[config.mk]
export PLATFORM = sky130hd
export DESIGN_NAME = fact_arbiter
export DESIGN_NICKNAME = d
export VERILOG_FILES = /design/src/rtl/fact_arbiter.sv
export SDC_FILE = /design/constraint.sdc
export NUM_CORES = 1
export LEC_CHECK = 0
export ABC_CLOCK_PERIOD_IN_PS = 6300
export CAP_MARGIN = 20
export CORE_MARGIN = 5
export CORE_UTILIZATION = 46
export CTS_CLUSTER_SIZE = 14
export DETAILED_ROUTE_END_ITERATION = 8
export PLACE_DENSITY = 0.83
export SLEW_MARGIN = 20
export SYNTH_ARGS = -nofsm -noshare
export SYNTH_HDL_FRONTEND = slang
export SYNTH_SLANG_ARGS = --single-unit
[constraint.sdc]
create_clock -name clk -period 6.3 [get_ports clk]
set_clock_uncertainty 0.15 [all_clocks]
set_input_delay 1.26 -clock clk [delete_from_list [all_inputs] [get_ports clk]]
set_output_delay 1.26 -clock clk [all_outputs]
set_load 0.005 [all_outputs]
[src/rtl/fact_arbiter.sv]
// Two-requester round-robin front end for a factorial core: grants one job at a time,
// latches its operand, watches the core with a WAIT timeout and returns a done pulse.
module fact_arbiter #(
  parameter int unsigned TIMEOUT = 255
) (
  input  logic        clk,
  input  logic        rst,
  input  logic        req0,
  input  logic        req1,
  input  logic [31:0] n0,
  input  logic [31:0] n1,
  output logic        done0,
  output logic        done1,
  output logic [31:0] result,
  output logic        err,
  output logic        tmo,
  output logic        busy,
  output logic        owner,
  output logic        core_go,
  output logic [31:0] core_n,
  input  logic        core_done,
  input  logic        core_error,
  input  logic [31:0] core_result
);

  typedef enum logic [1:0] {
    S_IDLE = 2'd0,
    S_GO   = 2'd1,
    S_WAIT = 2'd2,
    S_RESP = 2'd3
  } state_t;

  localparam logic [15:0] TMO_LAST = 16'(TIMEOUT - 32'd1);

  state_t      state_q, state_d;
  logic        ptr_q, ptr_d;
  logic [15:0] cnt_q, cnt_d;
  logic [31:0] opnd_q, opnd_d;
  logic        owner_q, owner_d;
  logic [31:0] result_q, result_d;
  logic        err_q, err_d;
  logic        tmo_q, tmo_d;
  logic        go_q, go_d;
  logic        busy_q, busy_d;
  logic        done0_q, done0_d;
  logic        done1_q, done1_d;
  logic        grant_s;

  // State and output registers, cleared asynchronously so a reset mid-job drops it silently
  always_ff @(posedge clk or negedge rst) begin
    if (!rst) begin
      state_q  <= S_IDLE;
      ptr_q    <= 1'b0;
      cnt_q    <= 16'd0;
      opnd_q   <= 32'd0;
      owner_q  <= 1'b0;
      result_q <= 32'd0;
      err_q    <= 1'b0;
      tmo_q    <= 1'b0;
      go_q     <= 1'b0;
      busy_q   <= 1'b0;
      done0_q  <= 1'b0;
      done1_q  <= 1'b0;
    end else begin
      state_q  <= state_d;
      ptr_q    <= ptr_d;
      cnt_q    <= cnt_d;
      opnd_q   <= opnd_d;
      owner_q  <= owner_d;
      result_q <= result_d;
      err_q    <= err_d;
      tmo_q    <= tmo_d;
      go_q     <= go_d;
      busy_q   <= busy_d;
      done0_q  <= done0_d;
      done1_q  <= done1_d;
    end
  end

  // Next-state, arbitration, operand latch, timeout count and result capture
  always_comb begin
    state_d  = state_q;
    ptr_d    = ptr_q;
    cnt_d    = cnt_q;
    opnd_d   = opnd_q;
    owner_d  = owner_q;
    result_d = result_q;
    err_d    = err_q;
    tmo_d    = tmo_q;
    // ptr_q names the requester preferred on a tie; it flips away from whoever is granted
    grant_s  = (req0 && req1) ? ptr_q : req1;
    case (state_q)
      S_IDLE: begin
        if (req0 || req1) begin
          state_d = S_GO;
          owner_d = grant_s;
          ptr_d   = ~grant_s;
          opnd_d  = grant_s ? n1 : n0;
        end else begin
          state_d = S_IDLE;
        end
      end
      S_GO: begin
        state_d = S_WAIT;
        cnt_d   = 16'd0;
      end
      S_WAIT: begin
        if (core_done || core_error) begin
          state_d  = S_RESP;
          result_d = core_result;
          err_d    = core_error;
          tmo_d    = 1'b0;
        end else if (cnt_q == TMO_LAST) begin
          state_d  = S_RESP;
          result_d = 32'd0;
          err_d    = 1'b1;
          tmo_d    = 1'b1;
        end else begin
          cnt_d = cnt_q + 16'd1;
        end
      end
      S_RESP: begin
        state_d = S_IDLE;
      end
      default: begin
        state_d = S_IDLE;
      end
    endcase
  end

  // Output flops are loaded from the upcoming state so each pulse lines up with its state
  always_comb begin
    go_d    = (state_d == S_GO);
    busy_d  = (state_d != S_IDLE);
    done0_d = (state_d == S_RESP) && (owner_d == 1'b0);
    done1_d = (state_d == S_RESP) && (owner_d == 1'b1);
  end

  assign done0   = done0_q;
  assign done1   = done1_q;
  assign result  = result_q;
  assign err     = err_q;
  assign tmo     = tmo_q;
  assign busy    = busy_q;
  assign owner   = owner_q;
  assign core_go = go_q;
  assign core_n  = opnd_q;

endmodule

==> impl_metrics.py, run 1 <==
metrics = {
    "detailed_routing": {
        "first_iter_violations": 122,
        "routed_wl_um": 10990,
        "postRouteAntennaNets": 0,
        "wl_per_cell_um": 17.42,
        "via_per_inst": 5.469,
        "first_pass_iters": 4,
        "vias": 3451,
        "drc": 0,
    },
    "placement": {
        "port_buffers": 172,
        "routabilityCongestion": 0.8745,
        "dp_hpwl_um": 8075,
        "placed_cells": 614,
    },
    "yosys": {
        "synthesis.nets": 463,
        "synth-async-reset-ratio_pct": 100.0,
        "ys.flop_type": "dfrtp_1",
        "synth_top_cell_area_share_pct": 55.83,
        "ys_seq_area_share_pct": 55.83,
        "syn_area_mm2": 0.004034,
        "avgSynthCellArea_um2": 11.36,
        "synth_seq_cells": 90,
        "synth_area_leaders": "dfrtp_1, mux2i_1, a22o_1",
        "netlist_instances": 355,
        "yosys_warnings": 0,
        "synthDistinctLibCells": 51,
        "synth_edf_count": 0,
        "synth_top_area_cell": "dfrtp_1",
    },
    "timing": {
        "fin_crit_ns": 3.303,
        "hold_viol": 0,
        "slew_viol_final": 0,
        "rsz0062_at_grt": "false",
        "max_freq_ghz": 0.3028,
        "worstMarginPinSlew_ns": 0.9652,
        "min_period_over_period_pct": 52.43,
        "fin_tns_setup_ns": 0,
        "slew_headroom_pct": 35.65,
        "whs_ns": 0.3394,
        "setup_viol": 0,
    },
    "clock_tree": {
        "clockBufferDepth": 2,
        "htree_levels": 3,
        "clock-sinks": 90,
        "cts_tree": "yes",
        "clock_latency_ns": 0.36,
        "cts_inserted_buffers": 9,
        "clkTransAtPathRegs_ns": 0.10,
        "cts_setup_buffers": 0,
        "ctsResizeCount": 0,
        "clock-root-buffer": "clkbuf_8",
        "postCtsHoldBufs": 0,
    },
    "cells_and_area": {
        "area_delta_synth_final_pct": 50.12,
        "final_util_pct": 70.12,
        "drive_gt1_share_pct": 5.927,
        "layout_common_cells": "clkdlybuf4s50_1, dfrtp_1, nand2_1, o21ai_0, mux2i_1",
        "fin_cells": 631,
        "n_antenna_cell": 0,
        "layout_commonest_cell": "clkdlybuf4s50_1",
        "finalNetCount": 626,
    },
    "setup_path": {
        "worstPathRequired_ns": 6.39,
        "rrSetupSlack_ns": 3.40,
        "endpoint": "cnt_q[2]$_DFFE_PN0P_",
        "startpoint_type": "input port",
        "cp-end-kind": "flip-flop",
        "critical_path_arrival_ns": 3.40,
        "path_cells": "clkdlybuf4s50_1 > o21a_1 > buf_4 > a41oi_4 > buf_16 > o21ai_0 > a221o_1",
        "r2r_cells": 8,
        "startpoint": "core_done",
        "critical-path-max-stage-delay_ns": 0.47,
        "cp_max_fo": 36,
        "critPathKind": "in -> reg",
        "r2r_end": "done0$_DFF_PN0_",
        "slowest_stage": "a41oi_4",
        "r2r_start": "state_q[0]$_DFF_PN0_",
    },
    "global_route": {
        "grt_pass1_vias": 3677,
        "grt_max_degree": 91,
        "track_usage_pct": 20.72,
        "antenna_found_initial": 0,
        "grt_overflow": 0,
        "grt_pass1_wl_um": 18280,
    },
    "run_status": {
        "status": "completed",
    },
    "floorplanning": {
        "core_area_mm2": 0.008636,
        "rows": 34,
        "die_y_um": 103.6,
        "die_area_mm2": 0.01074,
        "die_w_um": 103.6,
        "ios": 173,
        "initial_core_util_pct": 46.71,
    },
    "power": {
        "p_leak_nw": 2.664,
        "irDropWorstVdd_v": 0.0001872,
        "power_mw": 2.535,
        "power_density_mw_per_mm2": 418.6,
    },
    "min_path": {
        "hp-class": "reg -> reg",
    },
    "run": {
        "cap_viol_max_count": 0,
    },
}
==> critical path, delay by kind of cell <==
kind                   cells  cell delay (ns)
AO/OA/AOI/OAI              4             1.21
buffers and inverters      3             0.91
==> metal layers <==
| metal | vias up | track usage [%] | part of all wire [%] | routed length [µm] |
|---|---|---|---|---|
| li1 | 1625 | - | - | - |
| met1 | 1668 | 23.27 | 38 | 4150 |
| met2 | 146 | 34.65 | 50 | 5444 |
| met3 | 12 | 9.826 | 11 | 1237 |
| met4 | 0 | 6.654 | 1.4 | 159 |
| met5 | - | 0 | 0 | 0 |
==> cell type report <==
class / instances / area, µm²
clock buffers: 9 / 123.9
flip-flops and latches: 90 / 2252
clock inverters: 7 / 92.59
fillers: 645 / 2580
repair buffers: 175 / 1765
inverters: 5 / 18.77
multi-input cells: 237 / 1668
well taps: 108 / 135.1
==> synth_stat cells, types with 2 or more instances <==
master and n:
a211o_1 3, a21o_1 2, a21oi_1 2, a221o_1 2, a22o_1 32, a31oi_1 2, a41oi_1 2, and3_1 2
buf_1 3, buf_2 4, buf_6 2, clkbuf_1 12, clkbuf_8 2, dfrtp_1 90, ha_1 6, inv_1 5
mux2i_1 36, nand2_1 47, nand2b_1 6, nand3_1 2, nand4_1 4, nand4b_1 2, nor2_1 6, nor2b_1 2
nor3_1 6, nor3b_1 2, nor4_1 3, nor4b_1 2, o21a_1 2, o21ai_0 39, o31ai_1 4, or4_1 2
==> worst min path at each step <==
stage / startpoint / to / slack [ns] / cells past startpoint
after CTS: ptr_q$_DFFE_PN0P_ / ptr_q$_DFFE_PN0P_ / 0.35 / 1
after global placement: core_n[13]$_DFFE_PN0P_ / core_n[13]$_DFFE_PN0P_ / 0.31 / 2
after global routing: core_n[25]$_DFFE_PN0P_ / core_n[25]$_DFFE_PN0P_ / 0.37 / 2
after floorplan: ptr_q$_DFFE_PN0P_ / ptr_q$_DFFE_PN0P_ / 0.30 / 1
final: core_n[25]$_DFFE_PN0P_ / core_n[25]$_DFFE_PN0P_ / 0.34 / 2
after detailed placement: core_n[15]$_DFFE_PN0P_ / core_n[15]$_DFFE_PN0P_ / 0.32 / 2
==> where the power goes <==
part	internal [mW]	total [mW]	switching (mW)
Clock	0.196	0.424	0.228
Sequential	0.812	0.949	0.137
Combinational	0.662	1.16	0.500
Total	1.67	2.53	0.865
==> registers in the layout, summed over array words and instances, names as in the netlist <==
signal   count
result      32
cnt_q       16
ptr_q        1
busy         1
done0        1
tmo          1
done1        1
err          1
state_q      2
owner        1
core_go      1
core_n      32
==> per-stage QoR <==
stage / worst slack [ns] / instance area (µm²)
after floorplan: 3.584 / 4034
after global placement: 2.262 / 5808
after detailed placement: 2.148 / 5808
after CTS: 2.536 / 6025
after global routing: 2.905 / 6056
final: 2.997 / 6056
==> cells by family (layout without fill, tap and decap cells) <==
family          count (synthesis)  count (layout)  synth area share [%]
fa+ha+maj                       6               6                 1.861
buf+inv                        28             196                 3.598
compound gates                 99              99                 17.34
simple gates                   96              96                 12.44
mux                            36              36                 8.933
flops                          90              90                 55.83
Power figures use the tool's default switching activity.
==> run 2, diff against run 1 <==
- ABC_CLOCK_PERIOD_IN_PS: 6300 -> 2970
- CORE_UTILIZATION: 46 -> 38
- PLACE_DENSITY: 0.83 -> 0.73
- clock period: 6.3 -> 2.97 ns (I/O delays scaled with it)
==> run 2 against run 1 <==
Effect of this change: setup slack lost 2.5 ns; global-route usage down 4.0 points; first-iteration DRC count shrank 18%; design area grew 1.0%; largest cell class unchanged; critical path depth fell by 1; highest routed layer unchanged; clock power up 93%.
==> impl_metrics.py, run 2 (same netlist as run 1, synthesis figures left out) <==
metrics = {
    "floorplanning": {
        "die_y_um": 113.0,
        "die_area_mm2": 0.01278,
        "die_w_um": 113.0,
        "initial_core_util_pct": 39.07,
        "rows": 37,
        "core_area_mm2": 0.01032,
        "ios": 173,
    },
    "clock_tree": {
        "cts_tree": "yes",
        "clkTransAtPathRegs_ns": 0.10,
        "clockBufferDepth": 2,
        "clock-sinks": 90,
        "cts_setup_buffers": 0,
        "postCtsHoldBufs": 0,
        "htree_levels": 3,
        "cts_inserted_buffers": 9,
        "ctsResizeCount": 0,
        "clock-root-buffer": "clkbuf_8",
        "clock_latency_ns": 0.36,
    },
    "timing": {
        "min_period_over_period_pct": 82.82,
        "setup_viol": 0,
        "fin_crit_ns": 2.460,
        "worstMarginPinSlew_ns": 0.8898,
        "rsz0062_at_grt": "false",
        "max_freq_ghz": 0.4065,
        "hold_viol": 0,
        "fin_tns_setup_ns": 0,
        "slew_viol_final": 0,
        "whs_ns": 0.03510,
        "slew_headroom_pct": 40.46,
    },
    "placement": {
        "placed_cells": 648,
        "routabilityCongestion": 0.8292,
        "dp_hpwl_um": 7957,
        "port_buffers": 172,
        "place_area_mm2": 0.005926,
    },
    "detailed_routing": {
        "vias": 3364,
        "first_iter_violations": 100,
        "wl_per_cell_um": 15.88,
        "postRouteAntennaNets": 0,
        "via_per_inst": 5.066,
        "routed_wl_um": 10550,
        "drc": 0,
        "first_pass_iters": 5,
    },
    "setup_path": {
        "critical_path_arrival_ns": 2.60,
        "cp_max_fo": 17,
        "startpoint_type": "flip-flop",
        "critPathKind": "reg -> reg",
        "cp-end-kind": "flip-flop",
        "worstPathRequired_ns": 3.11,
    },
    "cells_and_area": {
        "layout_common_cells": "clkdlybuf4s50_1, dfrtp_1, nand2_1, o21ai_0, mux2i_1",
        "area_delta_synth_final_pct": 51.67,
        "register_area_mm2": 0.002252,
        "fin_cells": 664,
        "layout_commonest_cell": "clkdlybuf4s50_1",
        "fillers": 860,
        "finalNetCount": 631,
        "drive_gt1_share_pct": 6.818,
        "multi_input_area_mm2": 0.001668,
        "n_antenna_cell": 0,
        "final_area_mm2": 0.006118,
        "final_util_pct": 59.27,
    },
    "global_route": {
        "grt_pass1_vias": 3401,
        "grt_overflow": 0,
        "grt_pass1_wl_um": 17190,
        "track_usage_pct": 16.69,
        "grt_max_degree": 55,
        "antenna_found_initial": 0,
    },
    "min_path": {
        "hp-class": "in -> async",
    },
    "run": {
        "cap_viol_max_count": 0,
    },
    "run_status": {
        "status": "completed",
    },
    "power": {
        "power_density_mw_per_mm2": 861.8,
        "irDropWorstVdd_v": 0.0003294,
        "p_leak_nw": 2.681,
    },
}
## run 2: cell count changes in the layout (fill, tap and decap cells not counted)
cell / before / now
buf_12: 0 / 3
buf_6: 1 / 0
inv_8: 4 / 3
buf_4: 2 / 6
bufinv_16: 1 / 0
clkinv_4: 2 / 3
buf_16: 1 / 0
inv_6: 0 / 1
## run 2: per-stage QoR
stage / total power, mW / worst slack (ns)
2_1_floorplan: 3.143 / 0.9200
3_3_place_gp: 4.452 / 0.3173
3_5_place_dp: 4.513 / 0.3046
4_1_cts: 5.359 / 0.5087
5_1_grt: 5.668 / 0.3401
6_report: 5.273 / 0.5102
## run 2: power by group
group          leakage [nW]  switching, mW  total, mW  internal, mW
logic                  1.45           1.04       2.46          1.42
clock network        0.0997          0.491      0.820         0.329
registers              1.14          0.275       2.00          1.72
## run 2: area by class of cell
| cell class | instances | share of cell area (%) |
|---|---|---|
| clock buffer | 9 | 2.025 |
| clock inverter | 7 | 1.125 |
| inverter | 5 | 0.3067 |
| multi-input combinational | 237 | 27.26 |
| sequential | 90 | 36.81 |
| tap | 136 | 2.781 |
| timing repair buffer | 180 | 29.69 |
## run 2: worst paths after layout
kind | from | endpoint | slack, ns | depth (start not counted)
setup reg to reg | state_q[0]$_DFF_PN0_ | cnt_q[14]$_DFFE_PN0P_ | 0.51 | 6
hold reg to reg | core_n[9]$_DFFE_PN0P_ | core_n[9]$_DFFE_PN0P_ | 0.33 | 2
setup / recovery | state_q[0]$_DFF_PN0_ | cnt_q[14]$_DFFE_PN0P_ | 0.51 | 6
hold / removal | rst | cnt_q[14]$_DFFE_PN0P_ | 0.04 | 1
min in group clk | core_n[9]$_DFFE_PN0P_ | core_n[9]$_DFFE_PN0P_ | 0.33 | 2
max in group asynchronous | rst | result[1]$_DFFE_PN0P_ | 2.00 | 2
## run 2: layer usage
layer  GRT usage [%]  share of wire (%)  vias to the layer above
met3           6.631                 10                       12
met1           20.88                 43                     1571
li1                -                  -                     1638
met5               0                  0                        -
met2           26.22                 45                      143
met4           6.010                1.6                        0
## run 2: worst max-delay path, stage by stage (launching register included)
cell	delay, ns
dfrtp_1	0.38
inv_1	0.08
ha_1	0.31
and4b_2	0.30
a41o_1	0.45
or4_1	0.57
a21boi_1	0.14
